<file path="src/rtl/uart_tx_arbiter_pkg.sv">
// Shared definitions for the round-robin UART transmit arbiter.
package uart_tx_arbiter_pkg;

    // Frame sequencer states; encodings are fixed so other blocks can decode them.
    typedef enum logic [1:0] {
        StIdle  = 2'd0,
        StStart = 2'd1,
        StData  = 2'd2,
        StStop  = 2'd3
    } uart_state_t;

    localparam int unsigned UartOversample = 16;
    localparam int unsigned UartDataW      = 8;
    // Width of requester indices (grant_id, rr_ptr); covers up to 8 requesters.
    localparam int unsigned IdxW           = 3;

    // Round-robin pointer advance: index after idx, wrapping at num_req.
    function automatic logic [IdxW-1:0] rr_next(input logic [IdxW-1:0] idx,
                                                input int unsigned     num_req);
        if (32'(idx) + 32'd1 >= num_req) begin
            return '0;
        end
        return idx + IdxW'(1);
    endfunction

endpackage

</file>
<file path="src/rtl/uart_tx_arbiter_if.sv">
// Request/acknowledge bundle between the byte requesters and the UART transmit arbiter.
interface uart_tx_arbiter_if #(
    parameter int unsigned NUM_REQ = 4,
    parameter int unsigned DATA_W  = 8
);

    logic [NUM_REQ-1:0]        req;
    logic [NUM_REQ*DATA_W-1:0] data_in;
    logic [NUM_REQ-1:0]        ack;

    // Requester side: raises req with a stable byte, waits for ack.
    modport master (
        output req,
        output data_in,
        input  ack
    );

    // Arbiter side: samples requests, pulses ack when the byte is latched.
    modport slave (
        input  req,
        input  data_in,
        output ack
    );

endinterface

</file>
<file path="src/rtl/uart_tx_arbiter_rr_arbiter.sv">
// Combinational round-robin arbiter: first set request at or after ptr, wrapping.
// Kept free of state so it can be reused by other arbiters.
module uart_tx_arbiter_rr_arbiter
    import uart_tx_arbiter_pkg::*;
#(
    parameter int unsigned NUM_REQ = 4
) (
    input  logic [NUM_REQ-1:0] req,
    input  logic [IdxW-1:0]    ptr,
    output logic [NUM_REQ-1:0] gnt,
    output logic [IdxW-1:0]    gnt_idx
);

    localparam int unsigned PtrW = (NUM_REQ > 1) ? $clog2(NUM_REQ) : 1;

    logic            found;
    logic [PtrW-1:0] cand;

    // Scan requests starting at ptr; the first hit wins.
    always_comb begin
        gnt     = '0;
        gnt_idx = '0;
        found   = 1'b0;
        cand    = '0;
        for (int i = 0; i < int'(NUM_REQ); i++) begin
            cand = PtrW'((int'(ptr) + i) % int'(NUM_REQ));
            if (!found && req[cand]) begin
                found     = 1'b1;
                gnt[cand] = 1'b1;
                gnt_idx   = IdxW'(cand);
            end
        end
    end

endmodule

</file>
<file path="src/rtl/uart_tx_arbiter.sv">
// Shares one 8N1 UART transmit line between NUM_REQ requesters, round-robin,
// one byte per grant. Bit timing comes from a 16x oversample strobe.
module uart_tx_arbiter
    import uart_tx_arbiter_pkg::*;
#(
    parameter int unsigned NUM_REQ    = 4,
    parameter int unsigned DATA_W     = UartDataW,
    parameter int unsigned OVERSAMPLE = UartOversample
) (
    input  logic                 clk,
    input  logic                 rst_n,
    input  logic                 s_tick,
    uart_tx_arbiter_if.slave     bus,
    output logic [IdxW-1:0]      grant_id,
    output logic                 busy,
    output logic                 tx
);

    localparam int unsigned TickW = $clog2(OVERSAMPLE);
    localparam int unsigned BitW  = $clog2(DATA_W);

    uart_state_t         state_q, state_d;
    logic [TickW-1:0]    tick_cnt_q, tick_cnt_d;
    logic [BitW-1:0]     bit_cnt_q, bit_cnt_d;
    logic [DATA_W-1:0]   shift_q, shift_d;
    logic [IdxW-1:0]     rr_ptr_q, rr_ptr_d;
    logic [IdxW-1:0]     grant_id_q, grant_id_d;
    logic                busy_q, busy_d;
    logic [NUM_REQ-1:0]  ack_q, ack_d;
    logic                tx_q, tx_d;

    logic [NUM_REQ-1:0]  arb_gnt;
    logic [IdxW-1:0]     arb_idx;
    logic [DATA_W-1:0]   win_byte;
    logic                tick_last;
    logic                bit_last;

    uart_tx_arbiter_rr_arbiter #(
        .NUM_REQ (NUM_REQ)
    ) u_rr_arbiter (
        .req     (bus.req),
        .ptr     (rr_ptr_q),
        .gnt     (arb_gnt),
        .gnt_idx (arb_idx)
    );

    assign tick_last = (tick_cnt_q == TickW'(OVERSAMPLE - 1));
    assign bit_last  = (bit_cnt_q == BitW'(DATA_W - 1));

    // One-hot select of the winning requester's byte.
    always_comb begin
        win_byte = '0;
        for (int i = 0; i < int'(NUM_REQ); i++) begin
            if (arb_gnt[i]) begin
                win_byte = win_byte | bus.data_in[i*DATA_W +: DATA_W];
            end
        end
    end

    // Frame sequencer: arbitration in idle, then start/data/stop bit timing.
    always_comb begin
        state_d    = state_q;
        tick_cnt_d = tick_cnt_q;
        bit_cnt_d  = bit_cnt_q;
        shift_d    = shift_q;
        rr_ptr_d   = rr_ptr_q;
        grant_id_d = grant_id_q;
        busy_d     = busy_q;
        ack_d      = '0;
        tx_d       = 1'b1;

        case (state_q)
            StIdle: begin
                // A strobe coinciding with the grant is deliberately not counted.
                tick_cnt_d = '0;
                bit_cnt_d  = '0;
                if (|bus.req) begin
                    ack_d      = arb_gnt;
                    grant_id_d = arb_idx;
                    busy_d     = 1'b1;
                    rr_ptr_d   = rr_next(arb_idx, NUM_REQ);
                    shift_d    = win_byte;
                    state_d    = StStart;
                end
            end
            StStart: begin
                if (s_tick) begin
                    if (tick_last) begin
                        tick_cnt_d = '0;
                        bit_cnt_d  = '0;
                        state_d    = StData;
                    end else begin
                        tick_cnt_d = tick_cnt_q + TickW'(1);
                    end
                end
            end
            StData: begin
                if (s_tick) begin
                    if (tick_last) begin
                        tick_cnt_d = '0;
                        shift_d    = shift_q >> 1;
                        bit_cnt_d  = bit_cnt_q + BitW'(1);
                        if (bit_last) begin
                            state_d = StStop;
                        end
                    end else begin
                        tick_cnt_d = tick_cnt_q + TickW'(1);
                    end
                end
            end
            StStop: begin
                if (s_tick) begin
                    if (tick_last) begin
                        tick_cnt_d = '0;
                        busy_d     = 1'b0;
                        state_d    = StIdle;
                    end else begin
                        tick_cnt_d = tick_cnt_q + TickW'(1);
                    end
                end
            end
            default: begin
                state_d    = StIdle;
                tick_cnt_d = '0;
                bit_cnt_d  = '0;
                busy_d     = 1'b0;
            end
        endcase

        // Line level follows the next state so tx switches on the same edge as the FSM.
        case (state_d)
            StStart: tx_d = 1'b0;
            StData:  tx_d = shift_d[0];
            default: tx_d = 1'b1;
        endcase
    end

    // State, datapath and registered outputs; synchronous active-low reset.
    always_ff @(posedge clk) begin
        if (!rst_n) begin
            state_q    <= StIdle;
            tick_cnt_q <= '0;
            bit_cnt_q  <= '0;
            shift_q    <= '0;
            rr_ptr_q   <= '0;
            grant_id_q <= '0;
            busy_q     <= 1'b0;
            ack_q      <= '0;
            tx_q       <= 1'b1;
        end else begin
            state_q    <= state_d;
            tick_cnt_q <= tick_cnt_d;
            bit_cnt_q  <= bit_cnt_d;
            shift_q    <= shift_d;
            rr_ptr_q   <= rr_ptr_d;
            grant_id_q <= grant_id_d;
            busy_q     <= busy_d;
            ack_q      <= ack_d;
            tx_q       <= tx_d;
        end
    end

    assign bus.ack  = ack_q;
    assign grant_id = grant_id_q;
    assign busy     = busy_q;
    assign tx       = tx_q;

endmodule

</file>
<file path="src/flat_wrapper.sv">
// flat-port wrapper written by rule: the top's interface ports become plain ports
module uart_tx_arbiter_flat import uart_tx_arbiter_pkg::*;
#(
    parameter int unsigned NUM_REQ    = 4,
    parameter int unsigned DATA_W     = UartDataW,
    parameter int unsigned OVERSAMPLE = UartOversample
)
  (clk, rst_n, s_tick, grant_id, busy, tx, bus_req, bus_data_in, bus_ack);
  uart_tx_arbiter_if #(.NUM_REQ(NUM_REQ), .DATA_W(DATA_W)) bus_i ();
  input  logic clk;
  input  logic rst_n;
  input  logic s_tick;
  output logic [IdxW-1:0] grant_id;
  output logic busy;
  output logic tx;
  input wire logic [$bits(bus_i.req)-1:0] bus_req;
  input wire logic [$bits(bus_i.data_in)-1:0] bus_data_in;
  output wire logic [$bits(bus_i.ack)-1:0] bus_ack;
  assign bus_i.req = bus_req;
  assign bus_i.data_in = bus_data_in;
  assign bus_ack = bus_i.ack;
  uart_tx_arbiter #(.NUM_REQ(NUM_REQ), .DATA_W(DATA_W), .OVERSAMPLE(OVERSAMPLE)) u_core (.clk(clk), .rst_n(rst_n), .s_tick(s_tick), .bus(bus_i), .grant_id(grant_id), .busy(busy), .tx(tx));
endmodule
</file>
<file path="config.mk">
export PLATFORM = sky130hd
export DESIGN_NAME = uart_tx_arbiter_flat
export DESIGN_NICKNAME = d
export VERILOG_FILES = /design/src/rtl/uart_tx_arbiter_pkg.sv /design/src/rtl/uart_tx_arbiter_if.sv /design/src/rtl/uart_tx_arbiter_rr_arbiter.sv /design/src/rtl/uart_tx_arbiter.sv /design/src/flat_wrapper.sv
export SDC_FILE = /design/constraint.sdc
export NUM_CORES = 1
export LEC_CHECK = 0
export ABC_AREA = 1
export ABC_CLOCK_PERIOD_IN_PS = 2500
export BUFFER_PORTS_ARGS = -buffer_cell sky130_fd_sc_hd__buf_2
export CAP_MARGIN = 10
export CORE_ASPECT_RATIO = 1.75
export CORE_MARGIN = 2
export CORE_UTILIZATION = 53
export DETAILED_ROUTE_END_ITERATION = 7
export HOLD_SLACK_MARGIN = 0.1
export PLACE_DENSITY = 0.8
export SLEW_MARGIN = 5
export SYNTH_ARGS = -nofsm -noshare
export SYNTH_HDL_FRONTEND = slang
export SYNTH_SLANG_ARGS = --single-unit
</file>
<file path="constraint.sdc">
create_clock -name clk -period 2.5 [get_ports clk]
set_clock_uncertainty 0.15 [all_clocks]
set_input_delay 0.125 -clock clk [delete_from_list [all_inputs] [get_ports clk]]
set_output_delay 0.125 -clock clk [all_outputs]
set_load 0.01 [all_outputs]
</file>
# --- Word-level counts from Yosys, hierarchy flattened ---
# Cells that the tools add are included.
# W data, S select, Z words.
word_totals:
  ff_bits: 28
  inputBits: 39
  out_inout_bits: 9
op_classes:
  add_sub_neg: 7
  order_cmp: 9
  eq_ne: 15
  muxes: 62
  n_bitwise: 6
  n_reduce_logical: 21
ops:
  columns: ["operator", "count"]
  rows:
  - ["$mux W8", 7]
  - ["$ge A32 B3 Y1 const B", 1]
  - ["$mux W2", 12]
  - ["$mux W4", 6]
  - ["$or A8 B8 Y8", 3]
  - ["$mux W3", 6]
  - ["$mux W1", 17]
  - ["$pmux W8 S2", 1]
  - ["$lt A2 B3 Y1 const B", 4]
  - ["$or A4 B4 Y4", 3]
  - ["$ne A2 B1 Y1 const B", 5]
  - ["$pmux W3 S3", 1]
  - ["$bmux W1 S2", 4]
  - ["$demux W1 S2", 4]
  - ["$ge A2 B1 Y1 const B", 4]
  - ["$pmux W2 S4", 1]
  - ["$pmux W4 S2", 1]
  - ["$reduce_and A4 Y1", 2]
  - ["$logic_and A1 B1 Y1", 7]
  - ["$eq A2 B2 Y1 const B", 3]
  - ["$ne A2 B2 Y1 const B", 3]
  - ["$reduce_and A5 Y1", 1]
  - ["$add A2 B1 Y2 const B", 2]
  - ["$add A2 B2 Y2 const B", 2]
  - ["15 further kinds", 20]

# --- Longest topological paths before layout ---
depth:
  depth_word: 22
  mapped_depth: 16
  depth_no_buf: 16

# --- Cells and area by module ---
# Synthesis repeated with hierarchy kept, for this count alone.
unflattened:
  hier_cells: 310
  hier_area_um2: 2050.7
by_module_without_submodules:
  columns: ["mod", "n_inst", "cells_per_inst", "area_each_um2", "seq_area_each_um2"]
  rows:
  - ["uart_tx_arbiter", 1, 226, 1524.0, 580.6]
  - ["uart_tx_arbiter_rr_arbiter", 1, 84, 526.8, 0.0]

# --- Least setup slack after synthesis ---
# No wires, ideal clock.
synth_timing:
  path_kind: "register to register"
  start: "register u_core.rr_ptr_q[1]"
  end: "register u_core.tx_q, in the netlist u_core.tx"
  t_arrival_ps: 1947
  required_time_ps: 2241
  setup_slack_ps: 294
  path_stages_with_launch: 15
  cell_sequence: "dfxtp_1 > inv_1 > ha_1 > inv_1 > nand3_1 > nand2_2 > nor2_4 > a21boi_2 > nand3_2 > nand2_1 > nand2_1 > o21ai_2 > nand4_1 > nand2_1 > inv_1"
synth_via:
  elab_chain_cells: 22
synth_lines:
  columns: ["item", "line_no", "rtl"]
  rows:
  - ["from (decl)", "uart_tx_arbiter.sv:26", "logic [IdxW-1:0] rr_ptr_q, rr_ptr_d;"]
  - ["from (signal assigned)", "uart_tx_arbiter.sv:155", "rr_ptr_q <= rr_ptr_d;"]
  - ["parallel branches: the longest is 11 deep, another holds $lt A2 B3 Y1", null, null]
  - ["$mux W4 (*)", "uart_tx_arbiter_rr_arbiter.sv:27", "if (!found && req[cand]) begin"]
  - ["$mux W8", "uart_tx_arbiter.sv:54", "if (arb_gnt[i]) begin"]
  - ["$or A8 B8 Y8", "uart_tx_arbiter.sv:55", "win_byte = win_byte | bus.data_in[i*DATA_W +: DATA_W];"]
  - ["$mux W8", "uart_tx_arbiter.sv:54", null]
  - ["$or A8 B8 Y8", "uart_tx_arbiter.sv:55", null]
  - ["$mux W8", "uart_tx_arbiter.sv:54", null]
  - ["$or A8 B8 Y8", "uart_tx_arbiter.sv:55", null]
  - ["$mux W8 (*)", "uart_tx_arbiter.sv:54", null]
  - ["$mux W8 (*)", "uart_tx_arbiter.sv:77", "if (|bus.req) begin"]
  - ["$pmux W8 S2 (*)", "uart_tx_arbiter.sv:72", "case (state_q)"]
  - ["$pmux W1 S2 (*)", "uart_tx_arbiter.sv:131", "case (state_d)"]
  - ["to (signal assigned)", "uart_tx_arbiter.sv:159", "tx_q <= tx_d;"]
  - ["to (decl)", "uart_tx_arbiter.sv:30", "logic tx_q, tx_d;"]
# Mark *: on every way between the ends. The select of a mux whose other input is x is not followed.
# A chain may end at the register's enable or synchronous reset.

==> implementation parameters <==
Parameter                              Value

Outcome
  Result of the run ... finished, final reports clean

Timing
  Final period utilization ... 95.77%
  Post-route setup slack ... 0.1058 ns
  Final hold violation count ... 0
  Achievable frequency ... 0.4177 GHz
  Final setup violation count ... 0
  Normalized max-slew margin ... 64.41%
  Slew @ Worst Pin ... 0.5290 ns
  Final TNS setup ... 0 ns
  Pins over their slew limit ... 0
  Final critical delay including setup and external delays ... 2.394 ns
  Min Hold Slack ... 0.1255 ns

Power and ir drop
  Power density over the cells ... 912.7 nW/um^2
  Final Power ... 2.306 mW
  Int Pwr ... 1.204 mW
  Power share of the clock group ... 11.3%
  Highest ir drop seen on vdd ... 881.9 uV
  Leakage dissipation ... 1.274 nW
  Net load switching power ... 1.102 mW
  Part of the power in combinational logic ... 63.1%
  Relative contribution of sequential cells to total power ... 25.6%
  Sw frac ... 47.79%

Global routing
  First-pass GRT wire length ... 9321 um
  Maximum number of pins on one net before global-route repair ... 18
  Antenna violations before repair ... 0
  GRT Total Usage ... 29.98%
  Grt ovf ... 0
  Via count of the first global-routing pass ... 2,183

Synthesis
  Number of distinct standard cells referenced by the synthesized netlist ... 37
  Most used standard cell by instance count after synthesis ... sky130_fd_sc_hd__nand2_1
  Synthesized flop and latch total ... 27
  Portion of synthesized cell area occupied by the leading cell type ... 28.88%
  Number of flops mapped to enable cells by yosys ... 0
  Number of cells produced by synthesis ... 261
  Yosys warnings ... 0
  Syn_nets ... 309
  FFs w/ async S/R, synth ... 0%
  Most area-hungry cell type in the Yosys netlist ... sky130_fd_sc_hd__dfxtp_1
  Leading post-synthesis cells by instance count ... sky130_fd_sc_hd__nand2_1, sky130_fd_sc_hd__inv_1, sky130_fd_sc_hd__dfxtp_1, sky130_fd_sc_hd__nor2_1, sky130_fd_sc_hd__nand3_1
  Primary flip-flop cell chosen by synthesis mapping ... sky130_fd_sc_hd__dfxtp_1
  Sequential element share of the synthesized area ... 28.88%
  Post-synthesis average cell area ... 7.172 sq um
  Cell area after synthesis ... 1872 sq um
  Cells taking the most area after synthesis ... sky130_fd_sc_hd__dfxtp_1, sky130_fd_sc_hd__nand2_1, sky130_fd_sc_hd__inv_1

Hold path
  Hold Path Class ... in2reg
  Min-Delay Endpoint ... u_core.shift_q[0]$_SDFF_PN0_
  Source of the worst hold timing path ... bus_data_in[0]
  Worst Hold Depth ... 7

Flow run
  Number of max-cap violations ... 0

Setup path
  Crit path launch type ... flip-flop
  Crit-path max FO ... 9
  Capture point of the worst reg-to-reg path ... u_core.shift_q[5]$_SDFFE_PN0P_
  Critical path class ... reg2reg
  Data arrival time of the worst path ... 2.40 ns
  Worst endpoint required time ... 2.50 ns
  R2R depth ... 11
  Worst-path cell chain ... inv_6 > ha_1 > inv_1 > nand3_1 > nand2_2 > nor2_4 > a21boi_2 > nand3_4 > a22o_1 > o21ai_1 > nand2_1
  Crit path capture type ... flip-flop
  Max incr delay on CP ... 0.41 ns
  Flop2flop setup slack ... 0.11 ns
  Slowest cell on the critical path ... sky130_fd_sc_hd__dfxtp_1

Finish
  Area grow syn2layout ... 34.96%
  Fraction of layout cells with a size suffix above 1 ... 24.05%
  Post-Layout Inst Area ... 2526 sq um
  Final cell count without fillers ... 386
  Total Nets Final ... 390
  Utilization of the core after routing ... 74.34%
  Number of antenna repair diodes ... 0

Placement
  Port Buffer Count ... 46
  Placed wire-length estimate ... 3443 um
  RD Place Congestion ... 0.8433
  Total placed cells including tap cells ... 351
  Worst slack, placed ... 0.1898 ns
  Placed Instance Area ... 2156 sq um

Die
  DIE WIDTH ... 48.93 um
  Effective utilization at floorplan ... 55.08%
  Number of placement rows ... 28
  Area of the core region ... 3398 sq um
  Boundary pin count ... 48
  Die span in y ... 82.62 um
  Die outline area ... 4042 sq um

Clock network
  TritonCTS Buffers ... 3
  Maximum level of the CTS H-tree ... 1
  Worst-path clk slew ... 0.10 ns
  Maximum buffer depth of the clock tree ... 2
  Clock sink count ... 27
  Root cell of the clock tree ... sky130_fd_sc_hd__clkbuf_8
  Latest clock arrival within the worst-skew pair ... 0.27 ns
  Post-CTS setup repair buffer count ... 0
  TritonCTS clock tree ... built

Route
  Post-DR wirelength/cell ... 15.26 um
  Ratio of routed vias to standard cells ... 5.464
  Starting DRC count in detailed routing ... 74
  First-pass iteration count of the detailed router ... 4
  Routed wire length ... 5889 um
  Drc violations ... 0
  Via count ... 2,109
  Post-route antenna net violation count ... 0
## repair_timing
| item | CTS | global route |
|---|---|---|
| hold buffers | 31 | 0 |
| gates resized for setup | 0 | 3 |
| setup endpoints to repair | 0 | 7 |
| hold endpoints to repair | 14 | 0 |
## registers in the layout (all words and copies together), names as in the netlist, named ones only
name / count
u_core.shift_q: 8
u_core.bus.ack: 4
u_core.tick_cnt_q: 4
u_core.bit_cnt_q: 3
u_core.grant_id: 2
u_core.state_q: 2
u_core.busy: 1
u_core.rr_ptr_q: 1
u_core.tx: 1
## worst max-delay path, delay by kind of cell (launching register included)
kind,cells,cell delay [ns]
compound gates,3,0.62
simple gates,5,0.56
buf+inv,2,0.19
fa+ha+maj,1,0.35
flops,1,0.41
## how the worst max path moves through the flow
stage / endpoint / slack (ns) / depth (start not counted)
floorplan: u_core.tx$_SDFF_PN1_ / 0.29 / 14
CTS: u_core.tx$_SDFF_PN1_ / 0.15 / 15
global placement: u_core.shift_q[4]$_SDFFE_PN0P_ / 0.22 / 11
global route: u_core.tx$_SDFF_PN1_ / -0.02 / 14
detailed placement: u_core.shift_q[4]$_SDFFE_PN0P_ / 0.19 / 12
finish: u_core.shift_q[5]$_SDFFE_PN0P_ / 0.11 / 11
## cells in the final DEF, fill, tap and decap left out, types with 2 or more instances in the layout
cell type and count:
sky130_fd_sc_hd__a21boi_2 2, sky130_fd_sc_hd__nand3_1 16, sky130_fd_sc_hd__a21boi_0 2, sky130_fd_sc_hd__dfxtp_1 26
sky130_fd_sc_hd__nor3_1 2, sky130_fd_sc_hd__o211ai_1 2, sky130_fd_sc_hd__nand2_2 7, sky130_fd_sc_hd__a21oi_4 2
sky130_fd_sc_hd__o21ai_0 9, sky130_fd_sc_hd__nand2_4 3, sky130_fd_sc_hd__nand3_4 5, sky130_fd_sc_hd__nor2_2 2
sky130_fd_sc_hd__o22ai_1 6, sky130_fd_sc_hd__nor2_4 2, sky130_fd_sc_hd__ha_1 9, sky130_fd_sc_hd__buf_2 46
sky130_fd_sc_hd__dlygate4sd3_1 31, sky130_fd_sc_hd__o21ai_1 9, sky130_fd_sc_hd__nor2_1 16, sky130_fd_sc_hd__buf_4 4
sky130_fd_sc_hd__nor4_1 2, sky130_fd_sc_hd__inv_1 34, sky130_fd_sc_hd__clkbuf_8 3, sky130_fd_sc_hd__nand4_1 5
sky130_fd_sc_hd__a22o_1 14, sky130_fd_sc_hd__nand2_1 65, sky130_fd_sc_hd__a21oi_1 5
## routing by layer
layer  GRT usage [%]  wire length (um)
met2           58.22              3259
met1           27.11              1938
met5               0                 0
met4           23.43               436
met3           5.576               255
## power by group through the flow
stage | logic [mW] | clock network, mW | registers (mW)
final | 1.45 | 0.261 | 0.590
after global placement | 1.31 | 0 | 0.592
after detailed placement | 1.32 | 0 | 0.594
after global routing | 1.59 | 0.269 | 0.597
after floorplan | 1.03 | 0 | 0.602
after CTS | 1.37 | 0.257 | 0.584
## cell type report
cell class,count,area (sq um)
Inverter,37,143.9
Clock inverter,1,7.507
Tap cell,45,56.30
Timing Repair Buffer,81,570.5
Fill cell,285,872.1
Multi-Input combinational cell,192,1165
Sequential cell,27,541.8
Clock buffer,3,41.29
## cell families after synthesis
group / count (synthesis) / synth area share, %
AOI/OAI and AO/OA: 54 / 20.59
xor gates and xnor gates: 1 / 0.4680
adders and majority gates: 9 / 6.016
buffers and inverters: 42 / 9.425
DFF: 27 / 28.88
other: 1 / 0.2003
and+or+nand+nor: 127 / 34.43
Note: power is estimated with default switching activity, not from simulation.
